## src/rtl/param_data_path_pkg.sv

```systemverilog
// Shared types and select encodings for the param_data_path CPU data path.
// Latency: none, declarations only.
// Backpressure: none; select codes are plain localparams so legacy controllers can drive raw values.
package param_data_path_pkg;

    typedef enum logic [3:0] {
        OP_NOP = 4'h0, OP_LD  = 4'h1, OP_ST  = 4'h2, OP_ADD = 4'h3,
        OP_SUB = 4'h4, OP_AND = 4'h5, OP_OR  = 4'h6, OP_XOR = 4'h7,
        OP_NOT = 4'h8, OP_MOV = 4'h9, OP_LDI = 4'hA, OP_JMP = 4'hB,
        OP_JZ  = 4'hC, OP_JC  = 4'hD, OP_OUT = 4'hE, OP_HLT = 4'hF
    } opcode_t;

    // ADD and SUB are the only carry-producing functions.
    typedef enum logic [2:0] {
        ALU_ADD   = 3'd0,
        ALU_SUB   = 3'd1,
        ALU_AND   = 3'd2,
        ALU_OR    = 3'd3,
        ALU_XOR   = 3'd4,
        ALU_NOT   = 3'd5,
        ALU_PASS1 = 3'd6,
        ALU_PASS2 = 3'd7
    } alu_operation_t;

    typedef logic [1:0] mem_state_t;
    localparam mem_state_t MEM_IDLE = 2'd0;
    localparam mem_state_t MEM_REQ  = 2'd1;
    localparam mem_state_t MEM_WAIT = 2'd2;

    localparam logic [1:0] OP1_RDST = 2'd0;
    localparam logic [1:0] OP1_IMMW = 2'd1;
    localparam logic [1:0] OP1_ONE  = 2'd2;
    localparam logic [1:0] OP1_ZERO = 2'd3;

    localparam logic [1:0] OP2_IMMN = 2'd0;
    localparam logic [1:0] OP2_PC   = 2'd1;
    localparam logic [1:0] OP2_RSRC = 2'd2;
    localparam logic [1:0] OP2_ZERO = 2'd3;

    localparam logic [1:0] RES_MDR    = 2'd0;
    localparam logic [1:0] RES_ALUOUT = 2'd1;
    localparam logic [1:0] RES_ALU    = 2'd2;
    localparam logic [1:0] RES_IMMW   = 2'd3;

endpackage

```

## src/rtl/alu_param.sv

```systemverilog
// Parametrised ALU with carry (borrow on SUB) and zero outputs.
// Latency: purely combinational.
// Backpressure: none.
module alu_param
    import param_data_path_pkg::*;
#(
    parameter int DATA_W = 8
) (
    input  logic [DATA_W-1:0] a,
    input  logic [DATA_W-1:0] b,
    input  alu_operation_t    op,
    output logic [DATA_W-1:0] y,
    output logic              carry_out,
    output logic              zero_out
);

    logic [DATA_W:0] wide;

    always_comb begin
        wide      = '0;
        y         = '0;
        carry_out = 1'b0;
        case (op)
            ALU_ADD: begin
                wide      = {1'b0, a} + {1'b0, b};
                y         = wide[DATA_W-1:0];
                carry_out = wide[DATA_W];
            end
            ALU_SUB: begin
                wide      = {1'b0, a} - {1'b0, b};
                y         = wide[DATA_W-1:0];
                carry_out = wide[DATA_W];
            end
            ALU_AND:   y = a & b;
            ALU_OR:    y = a | b;
            ALU_XOR:   y = a ^ b;
            ALU_NOT:   y = ~a;
            ALU_PASS1: y = a;
            ALU_PASS2: y = b;
            default:   y = '0;
        endcase
    end

    assign zero_out = (y == '0);

endmodule

```

## src/rtl/mem_port_ctrl.sv

```systemverilog
// Data-memory access sequencer (IDLE/REQ/WAIT) with address/data latches and MDR; DP_MEM_TIMEOUT_EN adds a wait limit.
// Latency: req the cycle after start, done the cycle after the mem_ready edge (2 cycles minimum).
// Backpressure: mem_req held with stable addr/data until mem_ready; start ignored while busy.
module mem_port_ctrl
    import param_data_path_pkg::*;
#(
    parameter int DATA_W         = 8,
    parameter int TIMEOUT_CYCLES = 15
) (
    input  logic              clk,
    input  logic              reset,
    input  logic              start,
    input  logic              we,
    input  logic [DATA_W-1:0] addr_in,
    input  logic [DATA_W-1:0] wdata_in,
    output logic              mem_req,
    output logic              mem_wr,
    output logic [DATA_W-1:0] mem_addr,
    output logic [DATA_W-1:0] mem_wdata,
    input  logic [DATA_W-1:0] mem_rdata,
    input  logic              mem_ready,
    output logic              mem_busy,
    output logic              mem_done,
    output logic              mem_err,
    output logic [DATA_W-1:0] mdr
);

    mem_state_t        state_q, state_d;
    logic [DATA_W-1:0] addr_q, addr_d, wdata_q, wdata_d, mdr_q, mdr_d;
    logic              we_q, we_d, done_q, done_d;
`ifdef DP_MEM_TIMEOUT_EN
    localparam int CNT_W = $clog2(TIMEOUT_CYCLES + 1);
    logic [CNT_W-1:0]  cnt_q, cnt_d;
    logic              err_q, err_d;
`endif

    always_comb begin
        state_d = state_q;
        addr_d  = addr_q;
        wdata_d = wdata_q;
        we_d    = we_q;
        mdr_d   = mdr_q;
        done_d  = 1'b0;
`ifdef DP_MEM_TIMEOUT_EN
        cnt_d   = '0;
        err_d   = 1'b0;
`endif
        case (state_q)
            MEM_IDLE: begin
                if (start) begin
                    state_d = MEM_REQ;
                    addr_d  = addr_in;
                    wdata_d = wdata_in;
                    we_d    = we;
                end
            end
            MEM_REQ, MEM_WAIT: begin
                if (mem_ready) begin
                    state_d = MEM_IDLE;
                    done_d  = 1'b1;
                    if (!we_q) mdr_d = mem_rdata;
                end
`ifdef DP_MEM_TIMEOUT_EN
                // Abandoned accesses leave MDR untouched.
                else if (cnt_q == CNT_W'(TIMEOUT_CYCLES - 1)) begin
                    state_d = MEM_IDLE;
                    done_d  = 1'b1;
                    err_d   = 1'b1;
                end else begin
                    state_d = MEM_WAIT;
                    cnt_d   = cnt_q + 1'b1;
                end
`else
                else begin
                    state_d = MEM_WAIT;
                end
`endif
            end
            default: state_d = MEM_IDLE;
        endcase
    end

    always_ff @(posedge clk or negedge reset) begin
        if (!reset) begin
            state_q <= MEM_IDLE;
            addr_q  <= '0;
            wdata_q <= '0;
            we_q    <= 1'b0;
            mdr_q   <= '0;
            done_q  <= 1'b0;
`ifdef DP_MEM_TIMEOUT_EN
            cnt_q   <= '0;
            err_q   <= 1'b0;
`endif
        end else begin
            state_q <= state_d;
            addr_q  <= addr_d;
            wdata_q <= wdata_d;
            we_q    <= we_d;
            mdr_q   <= mdr_d;
            done_q  <= done_d;
`ifdef DP_MEM_TIMEOUT_EN
            cnt_q   <= cnt_d;
            err_q   <= err_d;
`endif
        end
    end

    // Request decoded straight from state so an async reset drops it immediately.
    assign mem_req   = (state_q != MEM_IDLE);
    assign mem_busy  = (state_q != MEM_IDLE);
    assign mem_wr    = mem_req & we_q;
    assign mem_addr  = addr_q;
    assign mem_wdata = wdata_q;
    assign mem_done  = done_q;
    assign mdr       = mdr_q;
`ifdef DP_MEM_TIMEOUT_EN
    assign mem_err   = done_q & err_q;
`else
    assign mem_err   = 1'b0;
`endif

endmodule

```

## src/rtl/register_file_param.sv

```systemverilog
// Parametrised register file: two asynchronous read ports, one synchronous write port.
// Latency: reads combinational, write visible the cycle after the enabled edge.
// Backpressure: none; writes are accepted whenever we is high.
module register_file_param #(
    parameter int DATA_W   = 8,
    parameter int NUM_REGS = 4,
    localparam int RA_W    = $clog2(NUM_REGS)
) (
    input  logic              clk,
    input  logic              reset,
    input  logic              we,
    input  logic [RA_W-1:0]   waddr,
    input  logic [DATA_W-1:0] wdata,
    input  logic [RA_W-1:0]   raddr_a,
    input  logic [RA_W-1:0]   raddr_b,
    output logic [DATA_W-1:0] rdata_a,
    output logic [DATA_W-1:0] rdata_b
);

    logic [DATA_W-1:0] regs_q [NUM_REGS];
    logic [DATA_W-1:0] regs_d [NUM_REGS];

    always_comb begin
        regs_d = regs_q;
        if (we) regs_d[waddr] = wdata;
    end

    always_ff @(posedge clk or negedge reset) begin
        if (!reset) begin
            for (int i = 0; i < NUM_REGS; i++) regs_q[i] <= '0;
        end else begin
            regs_q <= regs_d;
        end
    end

    assign rdata_a = regs_q[raddr_a];
    assign rdata_b = regs_q[raddr_b];

endmodule

```

## src/rtl/param_data_path.sv

```systemverilog
// Multicycle CPU data path: PC, IR, register file, shared ALU with flags, sequenced memory port (DP_MEM_TIMEOUT_EN adds a wait limit).
// Latency: registers load on the enabled edge; memory access 2 cycles minimum plus one per wait cycle.
// Backpressure: external memory stalls via mem_ready; the controller watches mem_busy/mem_done.
module param_data_path
    import param_data_path_pkg::*;
#(
    parameter int DATA_W         = 8,
    parameter int NUM_REGS       = 4,
    parameter int TIMEOUT_CYCLES = 15,
    localparam int RA_W          = $clog2(NUM_REGS)
) (
    input  logic                  clk,
    input  logic                  reset,
    input  logic [4+2*RA_W-1:0]   next_instr,
    input  logic                  ir_write,
    input  logic                  pc_write,
    input  logic                  reg_write,
    input  logic                  alu_write,
    input  logic                  flag_write,
    input  logic [1:0]            alu_sel1,
    input  logic [1:0]            alu_sel2,
    input  alu_operation_t        alu_op,
    input  logic                  addr_sel,
    input  logic [1:0]            result_sel,
    input  logic                  mem_start,
    input  logic                  mem_we,
    output logic                  mem_req,
    output logic                  mem_wr,
    output logic [DATA_W-1:0]     mem_addr,
    output logic [DATA_W-1:0]     mem_wdata,
    input  logic [DATA_W-1:0]     mem_rdata,
    input  logic                  mem_ready,
    output logic                  mem_busy,
    output logic                  mem_done,
    output logic                  mem_err,
    output logic                  zero,
    output logic                  carry,
    output opcode_t               opcode,
    output logic [DATA_W-1:0]     pc
);

    localparam int INSTR_W = 4 + 2 * RA_W;

    logic [INSTR_W-1:0] ir_q, ir_d;
    logic [DATA_W-1:0]  pc_q, pc_d, alu_out_q, alu_out_d;
    logic               zero_q, zero_d, carry_q, carry_d;

    logic [RA_W-1:0]    dst, src;
    logic [DATA_W-1:0]  imm_wide, imm_narrow, r_src, r_dst, op1, op2;
    logic [DATA_W-1:0]  alu_res, mdr, result;
    logic               alu_carry, alu_zero;

    assign opcode     = opcode_t'(ir_q[INSTR_W-1 -: 4]);
    assign dst        = ir_q[2*RA_W-1 -: RA_W];
    assign src        = ir_q[RA_W-1:0];
    assign imm_wide   = DATA_W'({dst, src});
    assign imm_narrow = DATA_W'(src);

    always_comb begin
        op1 = '0;
        case (alu_sel1)
            OP1_RDST: op1 = r_dst;
            OP1_IMMW: op1 = imm_wide;
            OP1_ONE:  op1 = DATA_W'(1);
            OP1_ZERO: op1 = '0;
            default:  op1 = '0;
        endcase
        op2 = '0;
        case (alu_sel2)
            OP2_IMMN: op2 = imm_narrow;
            OP2_PC:   op2 = pc_q;
            OP2_RSRC: op2 = r_src;
            OP2_ZERO: op2 = '0;
            default:  op2 = '0;
        endcase
        result = '0;
        case (result_sel)
            RES_MDR:    result = mdr;
            RES_ALUOUT: result = alu_out_q;
            RES_ALU:    result = alu_res;
            RES_IMMW:   result = imm_wide;
            default:    result = '0;
        endcase
    end

    always_comb begin
        ir_d      = ir_write  ? next_instr : ir_q;
        pc_d      = pc_write  ? result     : pc_q;
        alu_out_d = alu_write ? alu_res    : alu_out_q;
        zero_d    = flag_write ? alu_zero  : zero_q;
        carry_d   = flag_write ? alu_carry : carry_q;
    end

    always_ff @(posedge clk or negedge reset) begin
        if (!reset) begin
            ir_q      <= '0;
            pc_q      <= '0;
            alu_out_q <= '0;
            zero_q    <= 1'b0;
            carry_q   <= 1'b0;
        end else begin
            ir_q      <= ir_d;
            pc_q      <= pc_d;
            alu_out_q <= alu_out_d;
            zero_q    <= zero_d;
            carry_q   <= carry_d;
        end
    end

    assign pc    = pc_q;
    assign zero  = zero_q;
    assign carry = carry_q;

    register_file_param #(.DATA_W(DATA_W), .NUM_REGS(NUM_REGS)) u_rf (
        .clk     (clk),
        .reset   (reset),
        .we      (reg_write),
        .waddr   (dst),
        .wdata   (result),
        .raddr_a (src),
        .raddr_b (dst),
        .rdata_a (r_src),
        .rdata_b (r_dst)
    );

    alu_param #(.DATA_W(DATA_W)) u_alu (
        .a         (op1),
        .b         (op2),
        .op        (alu_op),
        .y         (alu_res),
        .carry_out (alu_carry),
        .zero_out  (alu_zero)
    );

    mem_port_ctrl #(.DATA_W(DATA_W), .TIMEOUT_CYCLES(TIMEOUT_CYCLES)) u_mem (
        .clk       (clk),
        .reset     (reset),
        .start     (mem_start),
        .we        (mem_we),
        .addr_in   (addr_sel ? r_dst : r_src),
        .wdata_in  (r_dst),
        .mem_req   (mem_req),
        .mem_wr    (mem_wr),
        .mem_addr  (mem_addr),
        .mem_wdata (mem_wdata),
        .mem_rdata (mem_rdata),
        .mem_ready (mem_ready),
        .mem_busy  (mem_busy),
        .mem_done  (mem_done),
        .mem_err   (mem_err),
        .mdr       (mdr)
    );

endmodule

```

## config.mk

```make
export PLATFORM = sky130hd
export DESIGN_NAME = param_data_path
export DESIGN_NICKNAME = d
export VERILOG_FILES = /design/src/rtl/param_data_path_pkg.sv /design/src/rtl/alu_param.sv /design/src/rtl/mem_port_ctrl.sv /design/src/rtl/register_file_param.sv /design/src/rtl/param_data_path.sv
export SDC_FILE = /design/constraint.sdc
export NUM_CORES = 1
export LEC_CHECK = 0
export BUFFER_PORTS_ARGS = -buffer_cell sky130_fd_sc_hd__buf_2
export CAP_MARGIN = 20
export CORE_ASPECT_RATIO = 1.1
export CORE_MARGIN = 2
export CORE_UTILIZATION = 35
export CTS_CLUSTER_SIZE = 10
export DETAILED_ROUTE_END_ITERATION = 12
export SETUP_SLACK_MARGIN = 0.15
export SYNTH_ARGS = -nofsm -noshare
export SYNTH_HDL_FRONTEND = slang
export SYNTH_SLANG_ARGS = --single-unit
export TNS_END_PERCENT = 50
```

## constraint.sdc

```tcl
create_clock -name clk -period 3.45 [get_ports clk]
set_clock_uncertainty 0.1 [all_clocks]
set_input_delay 0.345 -clock clk [delete_from_list [all_inputs] [get_ports clk]]
set_output_delay 0.345 -clock clk [all_outputs]
set_load 0.02 [all_outputs]
```

Yosys cells after proc, flatten, opt, wreduce, memory -nomap -nowiden
Cells that the tools add are included.
{"block": "totals", "latchBits": 0, "word_cells": 78, "inputBits": 36, "romBits": 0, "memories": 0, "mem_bits_rw": 0, "output_inout_bits": 35, "reg_bits": 86}
{"block": "classes", "magnitude_cmp": 3, "div": 0, "reduce_logical": 11, "add_sub_neg": 2, "n_shift": 0, "bitwise_logic": 8, "muxes": 20, "n_eq_ne": 19, "n_mul": 0}
{"operator": "$pmux W8 S4", "n": 3}
{"operator": "$pmux W8 S8", "n": 1}
{"operator": "$mux W8", "n": 6}
{"operator": "$bmux W8 S2", "n": 2}
{"operator": "$bwmux W32", "n": 1}
{"operator": "$demux W8 S2", "n": 1}
{"operator": "$eq A2 B2 Y1 const B", "n": 7}
{"operator": "$eq A3 B3 Y1 const B", "n": 4}
{"operator": "$add A8 B8 Y9", "n": 1}
{"operator": "$sub A8 B8 Y9", "n": 1}
{"operator": "$and A8 B8 Y8", "n": 1}
{"operator": "$eq A2 B1 Y1 const B", "n": 4}
{"operator": "$logic_not A2 Y1", "n": 4}
{"operator": "$logic_not A8 Y1", "n": 1}
{"operator": "$not A8 Y8", "n": 1}
{"operator": "$or A8 B8 Y8", "n": 1}
{"operator": "$xor A8 B8 Y8", "n": 1}
{"operator": "$eq A3 B2 Y1 const B", "n": 2}
{"operator": "$ge A3 B3 Y1 const B", "n": 2}
{"operator": "$not A2 Y3", "n": 2}
{"operator": "$mux W2", "n": 2}
{"operator": "$pmux W2 S2", "n": 1}
{"operator": "$eq A3 B1 Y1 const B", "n": 1}
{"operator": "$logic_not A3 Y1", "n": 1}
{"operator": "11 further kinds", "n": 12}

Logic depth before layout (Yosys ltp)
Gate-level depths: netlist of the first run.
{"block": "logic_depth", "depth_word": 9, "ltp_mapped": 15}

By module
A second synthesis of the first run with hierarchy kept.
{"block": "unflattened", "hier_cells": 497, "area_unflattened_um2": 5804.3}
{"mod": "param_data_path", "area_each_um2": 1656.6, "cells_each": 140, "instances": 1}
{"mod": "register_file_param", "area_each_um2": 1590.3, "cells_each": 88, "instances": 1}
{"mod": "alu_param", "area_each_um2": 1445.1, "cells_each": 199, "instances": 1}
{"mod": "mem_port_ctrl", "area_each_um2": 1112.3, "cells_each": 70, "instances": 1}

Worst setup path before layout of the first run
OpenSTA, ideal clock, no wires.
{"block": "synth_timing", "path_type": "register to register", "from": "reg ir_q[1]", "to": "reg pc_q[1], in the netlist pc[1]", "slack_ns": -0.162, "stages_incl_launch_ff": 13, "arrival_time_ns": 3.386, "n_path_buf": 0, "cell_sequence": "dfrtp_1 -> mux2_2 -> a211o_1 -> nand2_1 -> inv_1 -> ha_1 -> fa_1 -> nand2_1 -> a22o_1 -> o41ai_1 -> nand4_1 -> mux4_2 -> mux2_4"}
{"block": "synth_via", "elab_chain_len": 8, "word_cells_on_any_way": 14}
{"element": "from (decl)", "line": "param_data_path.sv:44", "source": "logic [INSTR_W-1:0] ir_q, ir_d;"}
{"element": "from (signal assigned)", "line": "param_data_path.sv:102", "source": "ir_q <= ir_d;"}
{"element": "$not A2 Y3 (implied by the code)", "line": "register_file_param.sv:36", "source": "assign rdata_a = regs_q[raddr_a];"}
{"element": "$bmux W8 S2", "line": "register_file_param.sv:36"}
{"element": "$mux W8 (implied by the code) (2 in series)", "line": "register_file_param.sv:36"}
{"element": "$pmux W8 S4", "line": "param_data_path.sv:69", "source": "case (alu_sel2)"}
{"element": "$sub A8 B8 Y9 (tied with other cells)", "line": "alu_param.sv:30", "source": "wide = {1'b0, a} - {1'b0, b};"}
{"element": "$pmux W8 S8", "line": "alu_param.sv:23", "source": "case (op)"}
{"element": "$pmux W8 S4 *", "line": "param_data_path.sv:77", "source": "case (result_sel)"}
{"element": "to (signal assigned)", "line": "param_data_path.sv:103", "source": "pc_q <= pc_d;"}
{"element": "to (decl)", "line": "param_data_path.sv:45", "source": "logic [DATA_W-1:0] pc_q, pc_d, alu_out_q, alu_out_d;"}
Every way passes the cells marked *; elsewhere a longest branch is shown, timed or not. The select of a mux whose other input is x is not followed.
A chain may end at the register's enable or synchronous reset.

Final worst setup path of the first run
{"block": "layout_timing", "from": "reg ir_q[0]", "to": "reg pc_q[1], in the netlist pc[1]"}
{"block": "layout_via", "elab_chain_len": 8, "word_cells_on_any_way": 13}
{"element": "$not A2 Y3 (implied by the code)", "line": "register_file_param.sv:36"}
{"element": "$bmux W8 S2", "line": "register_file_param.sv:36"}
{"element": "$mux W8 (implied by the code) (2 in series)", "line": "register_file_param.sv:36"}
{"element": "$pmux W8 S4", "line": "param_data_path.sv:69"}
{"element": "$sub A8 B8 Y9 (tied with other cells)", "line": "alu_param.sv:30"}
{"element": "$pmux W8 S8 *", "line": "alu_param.sv:23"}
{"element": "$pmux W8 S4 *", "line": "param_data_path.sv:77"}
Marked as above.

==> results of run 1 <==
registers in the layout, summed over array words and instances (netlist names):
name	flops
alu_out_q	8
carry	1
ir_q	8
pc	8
u_mem.mdr	8
u_mem.mem_addr	8
u_mem.mem_done	1
u_mem.mem_wdata	8
u_mem.state_q	2
u_mem.we_q	1
u_rf.regs_q	32
zero	1
Yosys cell counts, types with 10 or more instances:
master    count  area [sq um]
a211oi_1     10          75.1
a21oi_1      27           135
a31oi_1      13          81.3
clkbuf_1     23          86.3
dfrtp_1      86          2150
ha_1         25           313
inv_1        41           154
mux2_2       30           338
mux2i_1      20           200
mux4_2       13           293
nand2_1      63           236
nand2b_1     12          75.1
nor2_1       44           165
nor2b_1      11          68.8
nor3_1       11          55.1
o21ai_0      46           230
metal layers:
metal	vias to the layer above	GRT usage, %
met2	183	37.7
li1	2497	-
met1	2606	27.1
met5	-	0
met3	43	3.60
met4	2	9.49
repair_timing:
item / in CTS / in global routing
cloned: 0 / 1
hold buffers: 0 / 0
pin swaps: 15 / 19
buffers inserted: 5 / 9
resized for setup: 28 / 42
setup endpoints to repair: 41 / 49
area by class of cell:
| type | instances | area (sq um) | share of cell area (%) |
|---|---|---|---|
| multi-input cells | 441 | 3550 | 46.2 |
| flip-flops and latches | 86 | 2150 | 28.0 |
| repair buffers | 186 | 1280 | 16.7 |
| well taps | 204 | 255 | 3.32 |
| clock buffers | 12 | 246 | 3.20 |
| inverters | 41 | 154 | 2.00 |
| clock inverters | 3 | 45.0 | 0.585 |
report_power, final:
part           total, mW  internal [mW]  switching (mW)
logic               2.45           1.15            1.30
clock network      0.976          0.577           0.399
registers           1.60           1.36           0.246
total               5.03           3.09            1.94
cell families (layout without fill, tap and decap cells):
group	count (synthesis)	in the layout	synth area share (%)
multiplexers	66	66	15.6
adder cells (fa/ha/maj)	27	27	6.13
buffers and inverters	80	242	6.02
AND/OR/NAND/NOR	181	181	15.3
AO/OA/AOI/OAI	162	162	18.9
XOR/XNOR	4	4	0.609
flip-flops	86	86	37.4
other	1	1	0.0652
metrics by stage:
step                std cells  TNS, ns  total power [mW]  worst slack (ns)  area, sq um
floorplan                 607  -0.0108              2.88           -0.0108         5780
global placement          943    -4.21              3.79            -0.201         6980
detailed placement        943    -6.40              3.85            -0.293         6980
CTS                       963    -3.76              4.92            -0.201         7420
global route              973   -10.09              5.32            -0.405         7690
finish                    973    -4.55              5.03            -0.223         7690
how the worst max path moves through the flow:
stage	startpoint	end	slack (ns)	depth (start not counted)
6_report	ir_q[0]$_DFFE_PN0P_	pc[1]$_DFFE_PN0P_	-0.22	11
5_1_grt	ir_q[0]$_DFFE_PN0P_	u_rf.regs_q[17]$_DFFE_PN0P_	-0.40	13
4_1_cts	ir_q[0]$_DFFE_PN0P_	pc[1]$_DFFE_PN0P_	-0.20	11
3_5_place_dp	ir_q[1]$_DFFE_PN0P_	u_rf.regs_q[1]$_DFFE_PN0P_	-0.29	15
3_3_place_gp	ir_q[2]$_DFFE_PN0P_	u_rf.regs_q[28]$_DFFE_PN0P_	-0.20	12
2_1_floorplan	ir_q[0]$_DFFE_PN0P_	pc[1]$_DFFE_PN0P_	-0.01	11
==> load_flow_metrics.sql, run 1 <==
INSERT INTO impl_metrics (metric_group, metric, value, unit) VALUES
('route', 'drt_drc_violations_left', '0', ''),
('route', 'route.layer.met1.wl', '7980', 'um'),
('sta', 'fin_crit', '3.67', 'ns'),
('synth', 'synth-seq-area-share', '37.4', '%'),
('synth', 'synthesis.area', '0.00575', 'sq mm'),
('run_status', 'outcome', 'finished with violations', ''),
('layout', 'layout_common_cells', 'buf_4, dfrtp_1, buf_2', ''),
('critical_path', 'crit-reg2reg-capture', 'pc[1]$_DFFE_PN0P_', ''),
('floorplan', 'fp-row-count', '49', ''),
('synth', 'post_synth_inst_count', '607', ''),
('run_status', 'violations', 'hold timing, setup timing', ''),
('sta', 'rsz_0062_raised_after_global_routing', 'yes', ''),
('layout', 'layout.core_utilization', '47.4', '%'),
('sta', 'remaining_max_slew_budget_at_the_tightest_pin', '39.2', '%'),
('critical_path', 'worst-endpoint-required', '3.58', 'ns'),
('sta', 'slew_violations', '0', ''),
('critical_path', 'endpoint_kind', 'register', ''),
('synth', 'synth_seq_cells', '86', ''),
('floorplan', 'floorplan.core_area', '0.0162', 'sq mm'),
('sta', 'final_hold_vio_count', '3', ''),
('global_route', 'grt_max_degree', '67', ''),
('layout', 'flow.area_growth_from_synthesis', '33.7', '%'),
('route', 'viasPerCell', '5.48', ''),
('hold_path', 'hp-class', 'primary input to asynchronous set/reset pin', ''),
('placement', 'place.gp.congestion', '0.964', ''),
('critical_path', 'flop2flop_setup_slack', '-0.22', 'ns'),
('critical_path', 'critical_path_buf_inv_count', '0', ''),
('synth', 'synth_edf_count', '0', ''),
('route', 'iteration_0_drc_markers', '310', ''),
('critical_path', 'reg2reg_from', 'ir_q[0]$_DFFE_PN0P_', ''),
('route', 'drtAntennaViolNets', '0', ''),
('clock_tree', 'cts_buffers', '9', ''),
('route', 'routed-wl-met2', '9550', 'um'),
('floorplan', 'design.portCount', '71', ''),
('critical_path', 'cells_traversed_along_the_worst_timing_path', 'mux4_2 -> mux2i_1 -> nor2_1 -> a21o_1 -> fa_1 -> nand2_1 -> a22o_4 -> o41ai_2 -> nand4_1 -> mux4_2 -> mux2_4', ''),
('synth', 'syn_nets', '670', ''),
('placement', 'port_buffers', '69', ''),
('layout', 'fill_cells', '1519', ''),
('clock_tree', 'clk-insertion-delay-late', '0.35', 'ns'),
('synth', 'synthArstFlopShare', '100', '%'),
('layout', 'layout.cells.most_common', 'buf_4', ''),
('sta', 'timing.final.setup_violations', '33', ''),
('critical_path', 'max_stage_delay', '0.54', 'ns'),
('clock_tree', 'htreeDepth', '3', ''),
('global_route', 'grt_first_pass_wirelength', '29900', 'um'),
('route', 'maxUsedRoutingLayer', 'met5', ''),
('sta', 'post-route-worst-setup-slack', '-0.223', 'ns'),
('clock_tree', 'clkSinkCount', '86', ''),
('synth', 'yosys_most_used_dff', 'dfrtp_1', ''),
('sta', 'layout_worst_path_cycle_share', '106', '%'),
('critical_path', 'ff2ff_path_depth', '11', ''),
('run', 'drv_cap', '0', ''),
('pwr', 'power.density', '654', 'mW/mm^2'),
('pwr', 'max-vdd-ir-drop', '219', 'uV'),
('global_route', 'groute.usage.overall', '21.9', '%'),
('route', 'drt-pass1-iter-count', '5', ''),
('floorplan', 'die_extent_in_x', '126', 'um'),
('pwr', 'power.leakage', '3.56', 'nW'),
('route', 'route.met3.wl', '955', 'um'),
('sta', 'final.hold.worst_slack', '-0.00206', 'ns'),
('sta', 'fmax', '272', 'MHz'),
('clock_tree', 'clk_path_buf_depth', '2', ''),
('synth', 'yosys.cell_types.count', '72', ''),
('critical_path', 'arrival', '3.80', 'ns'),
('floorplan', 'die_area', '0.0175', 'sq mm'),
('route', 'via_count', '5331', ''),
('route', 'routed_wl', '19300', 'um'),
('route', 'wl_per_cell', '19.8', 'um'),
('critical_path', 'crit_path_start_kind', 'register', ''),
('layout', 'layout_net_count', '828', ''),
('critical_path', 'timing.critical_path.mode_cell', 'mux4_2', '');
No activity file was read; power rests on OpenSTA's default activity.
==> run 2, diff against run 1 <==
--- a/config.mk
+++ b/config.mk
@@ -5,6 +5,7 @@
 export SDC_FILE = /design/constraint.sdc
 export NUM_CORES = 1
 export LEC_CHECK = 0
+export ABC_AREA = 1
 export BUFFER_PORTS_ARGS = -buffer_cell sky130_fd_sc_hd__buf_2
 export CAP_MARGIN = 20
 export CORE_ASPECT_RATIO = 1.1
==> run 2 against run 1 <==
  * The run now ends clean
  * Fmax increased by 19%
  * Clock power decreased by 3.0%
  * Sequential share of layout area increased by 3.5 points
  * Count of clock-buffer cells in the layout unchanged
  * Non-clock buffer count decreased by 85
  * Synthesized area increased by 1.0%
  * Critical path type unchanged
  * Critical endpoint is now u_rf.regs_q[29]$_DFFE_PN0P_
==> load_flow_metrics.sql, run 2 <==
INSERT INTO impl_metrics (metric_group, metric, value, unit) VALUES
('layout', 'antennaDiodeCount', '0', ''),
('route', 'wl_per_cell', '16.4', 'um'),
('synth', 'synthMostInstantiatedCell', 'nand2_1', ''),
('pwr', 'max-vdd-ir-drop', '265', 'uV'),
('critical_path', 'path_delay_family', 'simple AND/OR/NAND/NOR gates', ''),
('layout', 'regMostFlops', 'u_rf.regs_q', ''),
('clock_tree', 'htreeDepth', '3', ''),
('route', 'drt-pass1-iter-count', '5', ''),
('layout', 'layout.core_utilization', '42.0', '%'),
('synth', 'synthDominantAreaCellType', 'dfrtp_1', ''),
('layout', 'layout_common_cells', 'nand2_1, dfrtp_1, inv_1, nand3_1, buf_2', ''),
('placement', 'total_half_perimeter_wirelength_after_legalization_and_detailed_placement', '14700', 'um'),
('sta', 'post-route-worst-setup-slack', '0.374', 'ns'),
('sta', 'fin_crit', '3.08', 'ns'),
('floorplan', 'fp-row-count', '49', ''),
('route', 'viasPerCell', '5.00', ''),
('synth', 'synthesis.area', '0.00581', 'sq mm'),
('global_route', 'first_global_vias', '5496', ''),
('placement', 'post-place-cells', '1125', ''),
('critical_path', 'worstSetupPathType', 'register to register', ''),
('sta', 'layout_worst_path_cycle_share', '89.1', '%'),
('route', 'via_count', '5720', ''),
('layout', 'final_area', '0.00684', 'sq mm'),
('clock_tree', 'cts_tree', 'done', ''),
('route', 'routed_wl', '18800', 'um'),
('synth', 'synthTopCellsByArea', 'dfrtp_1, nand2_1, nand3_1, ha_1, inv_1', ''),
('synth', 'synthesis.area_per_instance', '6.84', 'sq um'),
('critical_path', 'path_max_fanout', '7', ''),
('global_route', 'globalRouteOverflowTotal', '0', ''),
('critical_path', 'endpoint_kind', 'register', ''),
('pwr', 'finalPower', '4.17', 'mW'),
('layout', 'flow.area_growth_from_synthesis', '17.7', '%'),
('critical_path', 'crit_path_start_kind', 'register', ''),
('sta', 'fmax', '325', 'MHz'),
('layout', 'layout_net_count', '998', ''),
('floorplan', 'die_extent_in_x', '127', 'um'),
('critical_path', 'worst-endpoint-required', '3.59', 'ns'),
('placement', 'dpl_cell_area', '0.00646', 'sq mm'),
('global_route', 'grt_first_pass_wirelength', '30000', 'um'),
('synth', 'synth-seq-area-share', '37.0', '%'),
('floorplan', 'floorplan.core_area', '0.0163', 'sq mm'),
('route', 'iteration_0_drc_markers', '457', ''),
('critical_path', 'max_stage_delay', '0.45', 'ns'),
('floorplan', 'design.portCount', '71', ''),
('critical_path', 'arrival', '3.21', 'ns'),
('clock_tree', 'cts.reportedPaths.clkPinSlew', '0.07', 'ns'),
('critical_path', 'cells_traversed_along_the_worst_timing_path', 'inv_2 -> nand2_1 -> nor2_1 -> nor2_1 -> nand2_1 -> inv_1 -> nor2_2 -> ha_2 -> buf_4 -> nor2_2 -> nand4_1 -> nand4_1 -> nand3_1 -> nand3_1 -> nand3_4 -> nand2_1 -> o21ai_0', ''),
('sta', 'remaining_max_slew_budget_at_the_tightest_pin', '51.6', '%'),
('placement', 'preCtsSetupSlack', '0.210', 'ns'),
('placement', 'port_buffers', '69', ''),
('synth', 'synth_edf_count', '0', ''),
('floorplan', 'die_area', '0.0177', 'sq mm'),
('sta', 'final_hold_vio_count', '0', ''),
('synth', 'yosys_most_used_dff', 'dfrtp_1', ''),
('layout', 'layout.cells.most_common', 'nand2_1', ''),
('pwr', 'power.leakage', '3.67', 'nW'),
('clock_tree', 'clk_path_buf_depth', '2', ''),
('sta', 'tightestPinTransition', '0.726', 'ns'),
('clock_tree', 'cts_buffers', '9', ''),
('clock_tree', 'clk-insertion-delay-late', '0.35', 'ns'),
('clock_tree', 'clk_root_buffer_cell', 'clkbuf_16', ''),
('clock_tree', 'clkSinkCount', '86', ''),
('run_status', 'outcome', 'finished, final reports clean', ''),
('sta', 'slew_violations', '0', ''),
('synth', 'synthArstFlopShare', '100', '%'),
('global_route', 'antenna_found_initial', '0', ''),
('synth', 'yosys.area.top_type_share', '37.0', '%'),
('global_route', 'grt_max_degree', '59', ''),
('floorplan', 'start_util', '35.6', '%'),
('sta', 'final.hold.worst_slack', '0.108', 'ns'),
('synth', 'synth_seq_cells', '86', ''),
('layout', 'largest_register_ffs', '32', ''),
('synth', 'post_synth_inst_count', '850', ''),
('run', 'drv_cap', '0', ''),
('placement', 'place.gp.congestion', '1.01', ''),
('critical_path', 'critical_path_buf_inv_count', '3', ''),
('critical_path', 'timing.critical_path.mode_cell', 'nand2_1', ''),
('sta', 'rsz_0062_raised_after_global_routing', 'no', ''),
('synth', 'synth-warning-count', '0', ''),
('route', 'drtAntennaViolNets', '0', ''),
('synth', 'yosys-top-cells-count', 'nand2_1, dfrtp_1, inv_1, nand3_1, nor2_1', ''),
('synth', 'syn_nets', '913', ''),
('critical_path', 'critPathSlowestCell', 'dfrtp_2', ''),
('hold_path', 'hp-class', 'primary input to register', ''),
('global_route', 'groute.usage.overall', '21.8', '%'),
('pwr', 'power.density', '610', 'mW/mm^2'),
('floorplan', 'floorplan.die.height', '139', 'um'),
('sta', 'timing.final.setup_violations', '0', ''),
('route', 'drt_drc_violations_left', '0', ''),
('synth', 'yosys.cell_types.count', '34', ''),
('sta', 'setup-tns-final', '0', 'ns'),
('layout', 'fin_cells', '1144', ''),
('layout', 'post_route_cells_drive_above_1_share', '18.0', '%');
[run 2: changes by cell type after synthesis, sizes merged, moves of 10 or more]
cell | before | now
inv | 41 | 89
mux2 | 31 | 8
mux2i | 20 | 0
nand2 | 63 | 338
nor2b | 11 | 0
a211oi | 10 | 0
mux4 | 15 | 0
clkbuf | 23 | 7
o21ai | 46 | 67
nor2 | 44 | 69
nand3 | 5 | 87
nand2b | 12 | 0
[run 2: power by group]
| part | internal (mW) | leakage [nW] | switching [mW] |
|---|---|---|---|
| Sequential | 1.32 | 1.07 | 0.225 |
| Combinational | 0.587 | 2.46 | 1.10 |
| Clock | 0.530 | 0.143 | 0.417 |
| Total | 2.44 | 3.67 | 1.74 |
[run 2: cell type report]
cell class / count / area (sq um)
Clock inverter: 4 / 31.3
Tap cell: 204 / 255
Timing Repair Buffer: 101 / 607
Fill cell: 1771 / 9460
Inverter: 89 / 342
Clock buffer: 12 / 256
Multi-Input combinational cell: 648 / 3200
Sequential cell: 86 / 2150
[run 2: what timing repair did]
| item | 4_1_cts | 5_1_grt |
|---|---|---|
| endpoints found under the hold margin | 42 | 0 |
| buffers inserted | 0 | 2 |
| hold buffers | 1 | 0 |
| resized for setup | 0 | 21 |
| setup endpoints to repair | 0 | 41 |
[run 2: worst paths after layout]
check	from	endpoint	slack [ns]	cells past startpoint
min	next_instr[1]	ir_q[1]$_DFFE_PN0P_	0.11	3
max reg2reg	ir_q[3]$_DFFE_PN0P_	u_rf.regs_q[29]$_DFFE_PN0P_	0.37	17
max in group asynchronous	reset	u_rf.regs_q[3]$_DFFE_PN0P_	2.04	3
min in group asynchronous	reset	ir_q[7]$_DFFE_PN0P_	0.50	2
max	ir_q[3]$_DFFE_PN0P_	u_rf.regs_q[29]$_DFFE_PN0P_	0.37	17
min reg2reg	u_mem.mem_wdata[5]$_DFFE_PN0P_	u_mem.mem_wdata[5]$_DFFE_PN0P_	0.38	2
[run 2: kinds of logic after synthesis]
logic type      synth area share (%)
compound gates                  9.32
xor+xnor                       0.452
fa+ha+maj                       6.07
buf+inv                         9.02
flops                           37.0
mux                             1.55
other cells                   0.0645
simple gates                    36.5
[run 2: worst register-to-register path, delay by kind of cell (launching register included)]
family                   cells  cell delay (ns)
adder cells (fa/ha/maj)      1             0.33
AND/OR/NAND/NOR             12             1.62
buffers and inverters        3             0.38
flip-flops                   1             0.45
AO/OA/AOI/OAI                1             0.07
[run 2: metal layers]
metal / up-vias / track usage, % / share of wire [%]
li1: 2867 / - / -
met1: 2641 / 30.6 / 46
met2: 173 / 33.7 / 45
met3: 39 / 2.35 / 4.2
met4: 0 / 10.2 / 4.3
met5: - / 0 / 0
==> run 3, diff against run 2 <==
==> constraint.sdc (replaced) <==
create_clock -name clk -period 3.8 [get_ports clk]
set_clock_uncertainty 0.1 [all_clocks]
set_input_delay 0.38 -clock clk [delete_from_list [all_inputs] [get_ports clk]]
set_output_delay 0.38 -clock clk [all_outputs]
set_load 0.02 [all_outputs]
==> run 3 against run 2 <==
  * Critical path depth up 2
  * Sequential cell count unchanged
  * Design area down 3.4%
  * Fmax down 7.6%
  * Hold slack worse by 0.057 ns
  * Register-to-register slack better by 0.099 ns
  * Critical path type unchanged
  * Largest power group unchanged
==> load_flow_metrics.sql, run 3 (synthesized netlist as in run 2, its figures left out) <==
INSERT INTO impl_metrics (metric_group, metric, value, unit) VALUES
('global_route', 'use_met3', '2.89', '%'),
('pwr', 'power.density', '567', 'mW/mm^2'),
('critical_path', 'arrival', '3.51', 'ns'),
('layout', 'largest_register_ffs', '32', ''),
('critical_path', 'endpoint_kind', 'register', ''),
('sta', 'slew_violations', '0', ''),
('layout', 'layout_net_count', '977', ''),
('placement', 'total_half_perimeter_wirelength_after_legalization_and_detailed_placement', '14100', 'um'),
('global_route', 'groute.layer.met1.usage', '29.5', '%'),
('floorplan', 'design.portCount', '71', ''),
('critical_path', 'reg2reg_from', 'ir_q[0]$_DFFE_PN0P_', ''),
('clock_tree', 'clk-insertion-delay-late', '0.36', 'ns'),
('sta', 'fin_crit', '3.33', 'ns'),
('run', 'drv_cap', '0', ''),
('sta', 'rsz_0062_raised_after_global_routing', 'no', ''),
('global_route', 'grt_met2_use', '32.8', '%'),
('global_route', 'antenna_found_initial', '0', ''),
('placement', 'place.gp.congestion', '0.967', ''),
('sta', 'layout_worst_path_cycle_share', '87.6', '%'),
('layout', 'layout_common_cells', 'nand2_1, dfrtp_1, nand3_1', ''),
('global_route', 'first_global_vias', '5286', ''),
('route', 'viasPerCell', '5.02', ''),
('run_status', 'outcome', 'finished, final reports clean', ''),
('route', 'wl_per_cell', '16.1', 'um'),
('sta', 'fmax', '301', 'MHz'),
('floorplan', 'floorplan.core_area', '0.0163', 'sq mm'),
('layout', 'post_route_cells_drive_above_1_share', '14.7', '%'),
('global_route', 'grt_first_pass_wirelength', '28500', 'um'),
('clock_tree', 'clk_path_buf_depth', '2', ''),
('layout', 'antennaDiodeCount', '0', ''),
('clock_tree', 'clk_root_buffer_cell', 'clkbuf_16', ''),
('clock_tree', 'htreeDepth', '3', ''),
('route', 'drtAntennaViolNets', '0', ''),
('clock_tree', 'cts.reportedPaths.clkPinSlew', '0.07', 'ns'),
('floorplan', 'floorplan.die.height', '139', 'um'),
('global_route', 'gr-max-usage-layer', 'met2', ''),
('placement', 'dpl_cell_area', '0.00631', 'sq mm'),
('layout', 'flow.area_growth_from_synthesis', '13.8', '%'),
('global_route', 'groute.usage.overall', '20.8', '%'),
('floorplan', 'die_area', '0.0177', 'sq mm'),
('route', 'drt-pass1-iter-count', '5', ''),
('sta', 'remaining_max_slew_budget_at_the_tightest_pin', '35.1', '%'),
('critical_path', 'path_max_fanout', '18', ''),
('global_route', 'globalRouteOverflowTotal', '0', ''),
('layout', 'regMostFlops', 'u_rf.regs_q', ''),
('placement', 'post-place-cells', '1107', ''),
('pwr', 'max-vdd-ir-drop', '233', 'uV'),
('floorplan', 'start_util', '35.6', '%'),
('critical_path', 'ff2ff_path_depth', '19', ''),
('sta', 'timing.final.setup_violations', '0', ''),
('route', 'drt_drc_violations_left', '0', ''),
('pwr', 'power.leakage', '3.55', 'nW'),
('route', 'via_count', '5637', ''),
('critical_path', 'crit_path_start_kind', 'register', ''),
('layout', 'final_area', '0.00661', 'sq mm'),
('floorplan', 'die_extent_in_x', '127', 'um'),
('global_route', 'grt_max_degree', '75', ''),
('critical_path', 'critical_path.startpoint', 'ir_q[0]$_DFFE_PN0P_', ''),
('sta', 'final_hold_vio_count', '0', ''),
('critical_path', 'worst-endpoint-required', '3.99', 'ns'),
('route', 'routed_wl', '18100', 'um'),
('clock_tree', 'clkSinkCount', '86', ''),
('layout', 'layout.cells.most_common', 'nand2_1', ''),
('sta', 'tightestPinTransition', '0.974', 'ns'),
('clock_tree', 'cts_tree', 'done', ''),
('layout', 'fin_cells', '1122', ''),
('placement', 'port_buffers', '69', ''),
('clock_tree', 'cts_buffers', '9', ''),
('route', 'iteration_0_drc_markers', '547', ''),
('pwr', 'finalPower', '3.75', 'mW'),
('hold_path', 'hp-class', 'primary input to asynchronous set/reset pin', ''),
('critical_path', 'worstSetupPathType', 'register to register', ''),
('sta', 'final.hold.worst_slack', '0.0505', 'ns'),
('floorplan', 'fp-row-count', '49', ''),
('sta', 'setup-tns-final', '0', 'ns');
-- run 3: cell types whose count changed in the layout (fill, tap and decap cells not counted), moves of 3 or more --
cell,delta
clkinvlp_4,+3
ha_1,+4
ha_2,-3
buf_4,-18
o21ai_2,-3
-- run 3: layer usage --
| layer | wire length (um) | vias up | part of all wire [%] |
|---|---|---|---|
| met5 | 0 | - | 0 |
| met4 | 395 | 0 | 2.2 |
| met3 | 785 | 32 | 4.3 |
| met2 | 8260 | 163 | 46 |
| met1 | 8640 | 2607 | 48 |
| li1 | - | 2835 | - |
-- run 3: power breakdown --
part | internal [mW] | switching (mW) | total (mW) | leakage [nW]
clock | 0.512 | 0.394 | 0.906 | 0.139
sequential | 1.20 | 0.207 | 1.41 | 1.07
combinational | 0.474 | 0.967 | 1.44 | 2.34
total | 2.18 | 1.57 | 3.75 | 3.55
-- run 3: through the flow --
stage	setup slack [ns]	utilization, %
finish	0.473	40.6
global route	0.175	40.6
CTS	0.452	40.5
detailed placement	0.467	38.7
global placement	0.437	38.7
floorplan	1.12	-
-- run 3: critical path, cell delays in order, from the launching register on --
cell	delay, ns
dfrtp_1	0.39
buf_4	0.25
nand2_1	0.07
nand3_1	0.08
nand2_1	0.14
o21ai_1	0.31
inv_1	0.12
ha_1	0.51
inv_1	0.17
nand2_1	0.09
nand2_1	0.11
inv_1	0.09
nand2_1	0.07
nand2_1	0.06
nand3_1	0.07
nand3_1	0.11
o21ai_2	0.08
o21ai_2	0.26
nand3_1	0.11
nand2_1	0.07
-- run 3: area by class of cell --
class / instances / area [sq um]
Timing Repair Buffer: 80 / 430
Fill cell: 1766 / 9690
Clock inverter: 6 / 71.3
Clock buffer: 9 / 225
Multi-Input combinational cell: 648 / 3140
Sequential cell: 86 / 2150
Inverter: 89 / 343
Tap cell: 204 / 255
-- run 3: path summary, 6_finish.rpt --
path	end	slack [ns]
setup / recovery	u_rf.regs_q[27]$_DFFE_PN0P_	0.47
hold reg to reg	u_mem.mem_wdata[5]$_DFFE_PN0P_	0.38
hold / removal	ir_q[5]$_DFFE_PN0P_	0.05
max in group asynchronous	u_mem.state_q[1]$_DFFE_PN0P_	2.78
setup reg to reg	u_rf.regs_q[27]$_DFFE_PN0P_	0.47
min in group clk	ir_q[0]$_DFFE_PN0P_	0.13
-- run 3: timing repair --
action | CTS | global route
gates resized for setup | 0 | 1
buffers inserted | 0 | 0
setup endpoints to repair | 0 | 3
hold buffers | 0 | 0
